--- config.mk ---
export PLATFORM = sky130hd
export DESIGN_NAME = gpio_bank_flat
export DESIGN_NICKNAME = d
export VERILOG_FILES = /design/src/rtl/gpio_bank_pkg.sv /design/src/rtl/gpio_bank_if.sv /design/src/rtl/gpio_in_cond.sv /design/src/rtl/gpio_bank.sv /design/src/flat_wrapper.sv
export SDC_FILE = /design/constraint.sdc
export NUM_CORES = 1
export LEC_CHECK = 0
export ABC_AREA = 1
export BUFFER_PORTS_ARGS = -buffer_cell sky130_fd_sc_hd__buf_2
export CORE_MARGIN = 2
export CORE_UTILIZATION = 55
export CTS_BUF_LIST = sky130_fd_sc_hd__clkbuf_4 sky130_fd_sc_hd__clkbuf_8 sky130_fd_sc_hd__clkbuf_16
export DETAILED_ROUTE_END_ITERATION = 12
export PLACE_DENSITY = 0.76
export SYNTH_ARGS = -nofsm -noshare
export SYNTH_HDL_FRONTEND = slang
export SYNTH_SLANG_ARGS = --single-unit
--- constraint.sdc ---
create_clock -name clk_i -period 1.72 [get_ports clk_i]
set_clock_uncertainty 0.05 [all_clocks]
set_input_delay 0.172 -clock clk_i [delete_from_list [all_inputs] [get_ports clk_i]]
set_output_delay 0.172 -clock clk_i [all_outputs]
set_load 0.01 [all_outputs]
--- src/rtl/gpio_bank_pkg.sv ---
// Shared constants for the gpio_bank register bank: bus widths, register ids
// and the slice-count helper.
package gpio_bank_pkg;

  localparam int BUS_AW = 8;
  localparam int BUS_DW = 32;

  localparam logic [3:0] REG_OUT      = 4'd0;
  localparam logic [3:0] REG_OE       = 4'd1;
  localparam logic [3:0] REG_IN       = 4'd2;
  localparam logic [3:0] REG_SET      = 4'd3;
  localparam logic [3:0] REG_CLR      = 4'd4;
  localparam logic [3:0] REG_TGL      = 4'd5;
  localparam logic [3:0] REG_IRQ_RISE = 4'd6;
  localparam logic [3:0] REG_IRQ_FALL = 4'd7;
  localparam logic [3:0] REG_IRQ_STAT = 4'd8;

  // Number of 32-bit bus slices needed to cover n pins.
  function automatic int calc_nw(input int n);
    return (n + 31) / 32;
  endfunction

endpackage

--- src/rtl/gpio_bank_if.sv ---
// Register-bus bundle between the user core (master) and gpio_bank (slave).
interface gpio_bank_if;
  import gpio_bank_pkg::*;

  logic [BUS_AW-1:0] bus_addr;
  logic [BUS_DW-1:0] bus_wdata;
  logic              bus_we;
  logic              bus_re;
  logic [BUS_DW-1:0] bus_rdata;
  logic              bus_rvalid;

  modport master (
    output bus_addr, bus_wdata, bus_we, bus_re,
    input  bus_rdata, bus_rvalid
  );

  modport slave (
    input  bus_addr, bus_wdata, bus_we, bus_re,
    output bus_rdata, bus_rvalid
  );

endinterface

--- src/rtl/gpio_in_cond.sv ---
// Per-pin input conditioning: synchroniser, optional debounce filter
// (GPIO_DEBOUNCE_EN) and rise/fall detection against the previous sample.
module gpio_in_cond #(
  parameter int SYNC_STAGES = 2
`ifdef GPIO_DEBOUNCE_EN
  , parameter int DEBOUNCE_CYCLES = 16
`endif
) (
  input  logic clk_i,
  input  logic rst_n,
  input  logic pad_i,
  output logic val_o,
  output logic rise_o,
  output logic fall_o
);

  logic [SYNC_STAGES-1:0] sync_q;
  logic                   filt_s;
  logic                   prev_q;

  // Synchroniser shift chain; the oldest stage is the settled sample.
  always_ff @(posedge clk_i or negedge rst_n) begin
    if (!rst_n) begin
      sync_q <= '0;
    end else begin
      sync_q <= {sync_q[SYNC_STAGES-2:0], pad_i};
    end
  end

`ifdef GPIO_DEBOUNCE_EN
  localparam int CW = $clog2(DEBOUNCE_CYCLES + 1);

  logic [CW-1:0] cnt_q, cnt_d;
  logic          filt_q, filt_d;

  // Count consecutive cycles the sample disagrees with the filtered value;
  // any agreement restarts the count so short glitches never propagate.
  always_comb begin
    cnt_d  = cnt_q;
    filt_d = filt_q;
    if (sync_q[SYNC_STAGES-1] != filt_q) begin
      if (cnt_q == CW'(DEBOUNCE_CYCLES - 1)) begin
        filt_d = sync_q[SYNC_STAGES-1];
        cnt_d  = '0;
      end else begin
        cnt_d  = cnt_q + CW'(1);
      end
    end else begin
      cnt_d = '0;
    end
  end

  // Debounce state registers.
  always_ff @(posedge clk_i or negedge rst_n) begin
    if (!rst_n) begin
      cnt_q  <= '0;
      filt_q <= 1'b0;
    end else begin
      cnt_q  <= cnt_d;
      filt_q <= filt_d;
    end
  end

  assign filt_s = filt_q;
`else
  assign filt_s = sync_q[SYNC_STAGES-1];
`endif

  // Previous filtered sample for edge detection.
  always_ff @(posedge clk_i or negedge rst_n) begin
    if (!rst_n) begin
      prev_q <= 1'b0;
    end else begin
      prev_q <= filt_s;
    end
  end

  assign val_o  = filt_s;
  assign rise_o = filt_s & ~prev_q;
  assign fall_o = ~filt_s & prev_q;

endmodule

--- src/rtl/gpio_bank.sv ---
// Register-programmable GPIO bank: output/drive-enable, synchronised inputs,
// set/clear/toggle and edge interrupts. Optional debounce: GPIO_DEBOUNCE_EN.
module gpio_bank
  import gpio_bank_pkg::*;
#(
  parameter int NUM_IO          = 36,
  parameter int SYNC_STAGES     = 2,
  parameter int DEBOUNCE_CYCLES = 16
) (
  input  logic              clk_i,
  input  logic              rst_n,
  gpio_bank_if.slave        bus,
  input  logic [NUM_IO-1:0] io_in,
  output logic [NUM_IO-1:0] io_out,
  output logic [NUM_IO-1:0] io_oeb,
  output logic              irq
);

  localparam int NW = calc_nw(NUM_IO);

  if (NUM_IO < 1 || NUM_IO > 512 || SYNC_STAGES < 2 || DEBOUNCE_CYCLES < 1) begin : g_param_check
    $error("gpio_bank: illegal parameter value");
  end

  logic [3:0]        reg_id_s, slice_s;
  logic [NUM_IO-1:0] hit_s, wmask_s, w1c_s;
  logic [NUM_IO-1:0] in_s, rise_s, fall_s;
  logic [NUM_IO-1:0] out_q, out_d, oe_q, oe_d;
  logic [NUM_IO-1:0] rise_en_q, rise_en_d, fall_en_q, fall_en_d;
  logic [NUM_IO-1:0] stat_q, stat_d;
  logic [NUM_IO-1:0] rd_bits_s;
  logic [NW*32-1:0]  rd_pad_s;
  logic [31:0]       rd_word_s;
  logic [31:0]       rdata_q;
  logic              rvalid_q, irq_q;

  assign reg_id_s = bus.bus_addr[7:4];
  assign slice_s  = bus.bus_addr[3:0];

  for (genvar p = 0; p < NUM_IO; p++) begin : g_pin
    gpio_in_cond #(
      .SYNC_STAGES(SYNC_STAGES)
`ifdef GPIO_DEBOUNCE_EN
      , .DEBOUNCE_CYCLES(DEBOUNCE_CYCLES)
`endif
    ) u_cond (
      .clk_i  (clk_i),
      .rst_n  (rst_n),
      .pad_i  (io_in[p]),
      .val_o  (in_s[p]),
      .rise_o (rise_s[p]),
      .fall_o (fall_s[p])
    );
  end

  // Map the 32-bit write word onto the pins of the addressed slice; slices
  // beyond the bank and bits above NUM_IO simply have no pin to land on.
  always_comb begin
    hit_s   = '0;
    wmask_s = '0;
    for (int i = 0; i < NUM_IO; i++) begin
      hit_s[i]   = (slice_s == 4'(i / 32));
      wmask_s[i] = hit_s[i] & bus.bus_wdata[i % 32];
    end
  end

  // Register next-state; an edge in the same cycle as its W1C keeps the bit set.
  always_comb begin
    out_d     = out_q;
    oe_d      = oe_q;
    rise_en_d = rise_en_q;
    fall_en_d = fall_en_q;
    w1c_s     = '0;
    if (bus.bus_we) begin
      case (reg_id_s)
        REG_OUT:      out_d     = (out_q & ~hit_s) | wmask_s;
        REG_OE:       oe_d      = (oe_q & ~hit_s) | wmask_s;
        REG_SET:      out_d     = out_q | wmask_s;
        REG_CLR:      out_d     = out_q & ~wmask_s;
        REG_TGL:      out_d     = out_q ^ wmask_s;
        REG_IRQ_RISE: rise_en_d = (rise_en_q & ~hit_s) | wmask_s;
        REG_IRQ_FALL: fall_en_d = (fall_en_q & ~hit_s) | wmask_s;
        REG_IRQ_STAT: w1c_s     = wmask_s;
        default:      w1c_s     = '0;
      endcase
    end else begin
      w1c_s = '0;
    end
    stat_d = (stat_q & ~w1c_s) | (rise_s & rise_en_q) | (fall_s & fall_en_q);
  end

  // Read mux over the current (pre-write) register contents.
  always_comb begin
    case (reg_id_s)
      REG_OUT:      rd_bits_s = out_q;
      REG_OE:       rd_bits_s = oe_q;
      REG_IN:       rd_bits_s = in_s;
      REG_IRQ_RISE: rd_bits_s = rise_en_q;
      REG_IRQ_FALL: rd_bits_s = fall_en_q;
      REG_IRQ_STAT: rd_bits_s = stat_q;
      default:      rd_bits_s = '0;
    endcase
    rd_pad_s               = '0;
    rd_pad_s[NUM_IO-1:0]   = rd_bits_s;
    rd_word_s              = 32'h0;
    for (int w = 0; w < NW; w++) begin
      if (slice_s == 4'(w)) begin
        rd_word_s = rd_pad_s[w*32 +: 32];
      end else begin
        rd_word_s = rd_word_s;
      end
    end
  end

  // Register bank, read response and interrupt output.
  always_ff @(posedge clk_i or negedge rst_n) begin
    if (!rst_n) begin
      out_q     <= '0;
      oe_q      <= '0;
      rise_en_q <= '0;
      fall_en_q <= '0;
      stat_q    <= '0;
      rdata_q   <= 32'h0;
      rvalid_q  <= 1'b0;
      irq_q     <= 1'b0;
    end else begin
      out_q     <= out_d;
      oe_q      <= oe_d;
      rise_en_q <= rise_en_d;
      fall_en_q <= fall_en_d;
      stat_q    <= stat_d;
      rdata_q   <= bus.bus_re ? rd_word_s : 32'h0;
      rvalid_q  <= bus.bus_re;
      irq_q     <= |stat_q;
    end
  end

  assign bus.bus_rdata  = rdata_q;
  assign bus.bus_rvalid = rvalid_q;
  assign io_out         = out_q;
  assign io_oeb         = ~oe_q;
  assign irq            = irq_q;

endmodule

--- src/flat_wrapper.sv ---
// flat-port wrapper written by rule: the top's interface ports become plain ports
module gpio_bank_flat import gpio_bank_pkg::*;
#(
  parameter int NUM_IO          = 36,
  parameter int SYNC_STAGES     = 2,
  parameter int DEBOUNCE_CYCLES = 16
)
  (clk_i, rst_n, io_in, io_out, io_oeb, irq, bus_bus_addr, bus_bus_wdata, bus_bus_we, bus_bus_re, bus_bus_rdata, bus_bus_rvalid);
  gpio_bank_if bus_i ();
  input  logic clk_i;
  input  logic rst_n;
  input  logic [NUM_IO-1:0] io_in;
  output logic [NUM_IO-1:0] io_out;
  output logic [NUM_IO-1:0] io_oeb;
  output logic irq;
  input wire logic [$bits(bus_i.bus_addr)-1:0] bus_bus_addr;
  input wire logic [$bits(bus_i.bus_wdata)-1:0] bus_bus_wdata;
  input wire logic [$bits(bus_i.bus_we)-1:0] bus_bus_we;
  input wire logic [$bits(bus_i.bus_re)-1:0] bus_bus_re;
  output wire logic [$bits(bus_i.bus_rdata)-1:0] bus_bus_rdata;
  output wire logic [$bits(bus_i.bus_rvalid)-1:0] bus_bus_rvalid;
  assign bus_i.bus_addr = bus_bus_addr;
  assign bus_i.bus_wdata = bus_bus_wdata;
  assign bus_i.bus_we = bus_bus_we;
  assign bus_i.bus_re = bus_bus_re;
  assign bus_bus_rdata = bus_i.bus_rdata;
  assign bus_bus_rvalid = bus_i.bus_rvalid;
  gpio_bank #(.NUM_IO(NUM_IO), .SYNC_STAGES(SYNC_STAGES), .DEBOUNCE_CYCLES(DEBOUNCE_CYCLES)) u_core (.clk_i(clk_i), .rst_n(rst_n), .bus(bus_i), .io_in(io_in), .io_out(io_out), .io_oeb(io_oeb), .irq(irq));
endmodule
== Word-level counts from Yosys, hierarchy flattened ==
Index checks and enable logic that the tools add are counted.
Widths: inputs -> output; s select.
Operators by class
  muxes and demuxes: 7
  equality and inequality tests: 9
  reductions and logical operators: 8
  bitwise gates (word level): 200
Operator list (number)
  $and 36x36->36: 8
  $or 36x36->36: 7
  $pmux 36 s6: 1
  $not 36->36: 4
  $pmux 36 s4: 1
  $and 1x1->1: 108
  $mux 32: 3
  $mux 36: 2
  $not 1->1: 72
  $reduce_or 36->1: 1
  $xor 36x36->36: 1
  $eq 4x3->1 const B: 4
  $eq 4x1->1 const B: 2
  $eq 4x2->1 const B: 2
  $logic_not 4->1: 2
  $reduce_and 2->1: 4
  $eq 4x4->1 const B: 1
  $reduce_bool 4->1: 1
Word-level totals
  bits in registers: 322
  word-level logic and storage cells: 304
  output and inout bits: 106

== Depth between registers and ports, before layout ==
  word-level depth: 8
  depth in mapped cells: 10
  gate-level depth less buffers: 9

== Cells and area by module ==
From an unflattened synthesis, not the netlist that was laid out.
Second synthesis, totals
  cell total of the unflattened synthesis: 1816
  area, all modules: 14896.8 µm²
By module, submodules not included
  gpio_bank: instances 1, area an instance 11653.7 µm², cells each 1564
  gpio_in_cond: instances 36, area an instance 90.1 µm², cells each 7

== Least setup slack after synthesis ==
OpenSTA, ideal clock, no wires.
  kind: input port to flip-flop
  start: in bus_bus_addr[1]
  end: reg u_core.out_q[0], in the netlist u_core.io_out[0]
  arrival time: 1.422 ns
  data required time: 1.593 ns
  path slack: 0.170 ns
  buffers on the path: 1
  stages: 9
  library setup time: 0.077 ns
  path through: nor2_1 -> nand2_1 -> inv_2 -> buf_2 -> nand2_1 -> ha_1 -> o21ai_0 -> nor2_1 -> a21oi_1
Between the ends
  longest elaborated chain between the ends: 5
RTL lines
  from (decl): RTL line flat_wrapper.sv:16  | input wire logic [$bits(bus_i.bus_addr)-1:0] bus_bus_addr;
  $logic_not 4->1 (*): RTL line gpio_bank.sv:62  | hit_s[i] = (slice_s == 4'(i / 32));
  $and 1x1->1 / $not 36->36 (equally long branches): RTL line gpio_bank.sv:63, gpio_bank.sv:76
  $not 36->36 / $and 36x36->36 (equally long branches): RTL line gpio_bank.sv:79, gpio_bank.sv:76
  $and 36x36->36 / $or 36x36->36 (equally long branches): RTL line gpio_bank.sv:79, gpio_bank.sv:76
  $pmux 36 s4 (*): RTL line gpio_bank.sv:75  | case (reg_id_s)
  to (signal assigned): RTL line gpio_bank.sv:127  | out_q <= out_d;
  to (decl): RTL line gpio_bank.sv:28  | logic [NUM_IO-1:0] out_q, out_d, oe_q, oe_d;
Mark *: on every way between the ends. The rest lies on a longest branch, timed or not.
A chain may end at the register's enable or synchronous reset.

== Final worst setup path ==
  start: reg u_core.out_q[6], in the netlist u_core.io_out[6]
  end: out io_out[6]
RTL lines
  to (decl): RTL line flat_wrapper.sv:13  | output logic [NUM_IO-1:0] io_out;
No word-level cell between the ends.

==> qor.txt <==
YS warnings: 0
Synth Area in Compound Gates: 0.0881
Drt pass-1 iters: 6
Antenna-violating nets left: 0
Hold WS: 0.0422 ns
Top FF cell, synth: dfrtp_1
Min-Delay Path Class: input pin to flop
Adder-cell share of the synthesized area: 0.0309
Worst Path Arrival: 1.24 ns
Synthesis-to-finish area growth: 26.3%
Number of global-route vias before repair: 14,000
Xor and xnor area share after synthesis: 0
Final Cell Area: 18,400 µm²
Post-cts sizing count: 0
Multi-input logic area: 5710 µm²
Drc violations: 0
GRT Overall Usage: 0.324
Mapped cell area: 14,600 µm²
Sw frac: 0.280
Buffers on Ports: 185
Total number of vias: 13,800
GRT overflow: 0
WS Path Type: flop to output port
GP Congestion: 0.885
Mapped Nets: 1,858
Total wire length: 44.4 mm
Seq/Total Area, Yosys: 0.553
Num rows: 59
Die area: 27,800 µm²
Initial antenna violation count: 1
Initial drt markers: 1,706
HPWL after detailed placement: 28.5 mm
Ys async rst share: 1.00
Num CTS Buffers: 35
Slew Viols, Final: 0
Pleak: 8.97 nW
Syn Inst Count: 1,742
Max cap viols: 0
Clock power share: 0.405
Placed cells: 2,255
CTS max path bufs: 3
Final setup viols: 0
CP Capture Type: output port
Comb pwr share: 0.149
Die height: 167 µm
Chip width: 167 µm
Root Buffer: clkbuf_16
WP data required: 1.50 ns
Fill count: 2,009
CTS H-Tree Depth: 2
Final min period: 1.46 ns
WL/cell: 18.6 µm
# IOs: 186
CP Max Fanout: 4
Simple-gate area share of the yosys netlist: 0.270
Relative slew margins: 0.667
Clock Sinks: 322
Share of layout cells above drive strength 1: 0.169
Syn Area/Cell: 8.37 µm²
Yosys cell types: 26
Placed instance area: 16,500 µm²
Peak VDD IR: 1.19 mV
Sequential share of power: 0.445
Switching power: 5.61 mW
Register area: 8060 µm²
Post-synth EDFFs: 0
Worst-margin pin slew: 0.499 ns
Ant diodes: 0
Largest net degree at the start of global routing: 70
Clk Latency, worst-skew pair: 0.52 ns
Clock transition at path regs: 0.06 ns
Outcome: finished, final reports clean
Starting Density: 0.559
Power per standard cell area: 1090 nW/µm²
CTS tree: built
Finished Layout Cells: 2,387
Number of synthesized register bits: 322
Vias/cell: 5.80
Fin nets: 2,143
RSZ-0062 raised after global routing: no
Max Clk Rate: 0.685 GHz
Final period util: 0.849
Internal power: 14.4 mW
Critical Path Start Type: flop
Largest family of logic cells by synthesized area: simple AND/OR/NAND/NOR gates
Hold Fails Final Rpt: 0
Proportion of synthesized area in mux cells: 0
First-pass GRT wire length: 72.5 mm
Core Area: 26,100 µm²
## Yosys cell counts, types with 8 or more instances
cell type,n,area (µm²)
inv_1,118,443
nand3_1,290,1450
nor2_1,162,608
o21ai_1,32,160
ha_1,36,450
dfrtp_1,322,8060
buf_2,39,195
nor3_1,26,130
clkbuf_1,39,146
nand2_1,420,1580
a21oi_1,41,205
nor4_1,8,50.1
o21ai_0,176,881
## worst paths after layout
path / from / end / slack (ns) / cells after the start
max in group asynchronous: rst_n / asynchronous set/reset pin / 0.75 / 3
min in group asynchronous: rst_n / u_core.bus.bus_rdata[1] / 0.13 / 2
max reg2reg: u_core.stat_q[34] / u_core.irq / 0.31 / 5
min reg2reg: u_core.g_pin[8].u_cond.sync_q[0] / u_core.g_pin[8].u_cond.sync_q[1] / 0.29 / 0
min: bus_bus_addr[2] / u_core.bus.bus_rdata[0] / 0.04 / 5
max: u_core.io_out[6] / io_out[6] / 0.26 / 2
## power by group through the flow
stage	logic [mW]	clock network [mW]	registers, mW
after floorplan	1.44	0	8.94
after CTS	2.98	8.21	8.89
final	2.99	8.11	8.91
after global placement	2.68	0	8.98
after global routing	3.39	8.52	8.99
after detailed placement	2.83	0	9.01
## layout make-up
| cell class | count | share of cell area |
|---|---|---|
| sequential | 322 | 0.438 |
| multi-input combinational | 1212 | 0.310 |
| tap | 335 | 0.0228 |
| inverter | 123 | 0.0252 |
| timing repair buffer | 333 | 0.136 |
| clock inverter | 15 | 0.0133 |
| clock buffer | 47 | 0.0542 |
## cell families after synthesis
group,after synthesis
flops,322
compound gates,254
simple gates,922
fa+ha+maj,36
buf+inv,208
## through the flow
step | util | total power, mW | worst slack (ns) | TNS [ns]
2_1_floorplan | - | 10.4 | 0.170 | 0
3_3_place_gp | 0.632 | 11.7 | 0.0702 | 0
3_5_place_dp | 0.632 | 11.8 | -0.0277 | -0.0946
4_1_cts | 0.706 | 20.1 | 0.249 | 0
5_1_grt | 0.706 | 20.9 | 0.219 | 0
6_report | 0.706 | 20.0 | 0.260 | 0
## routing by layer
metal | global-route usage | vias to the layer above | wire length (µm)
met2 | 0.523 | 801 | 20700
met5 | 0 | - | 0
li1 | - | 6286 | -
met1 | 0.438 | 6646 | 17500
met4 | 0.111 | 0 | 1350
met3 | 0.0715 | 116 | 4810
## cells in the final DEF (no fill, tap or decap), types with 5 or more instances in the layout
cell type        n
buf_4           55
nand3_1        289
buf_2          184
inv_1          118
o21ai_1         32
clkbuf_4         7
o21ai_0        176
nor2_1         159
nor4_1           8
o211ai_1         5
ha_1            36
nand2_1        419
dlygate4sd3_1   70
nor3_1          26
bufinv_16        6
buf_12          23
clkbuf_16       35
clkbuf_8         5
dfrtp_1        322
a21oi_1         41
nor2_4           7
## critical path: stages, from the launching register on
cell     delay (ns)
dfrtp_1        0.41
buf_4          0.17
buf_2          0.14
## timing repair
action                    in CTS  in global routing
hold buffers                  70                  0
hold endpoints to repair     395                  0
setup buffers                  0                  0
Note: power is estimated with default switching activity, not from simulation.
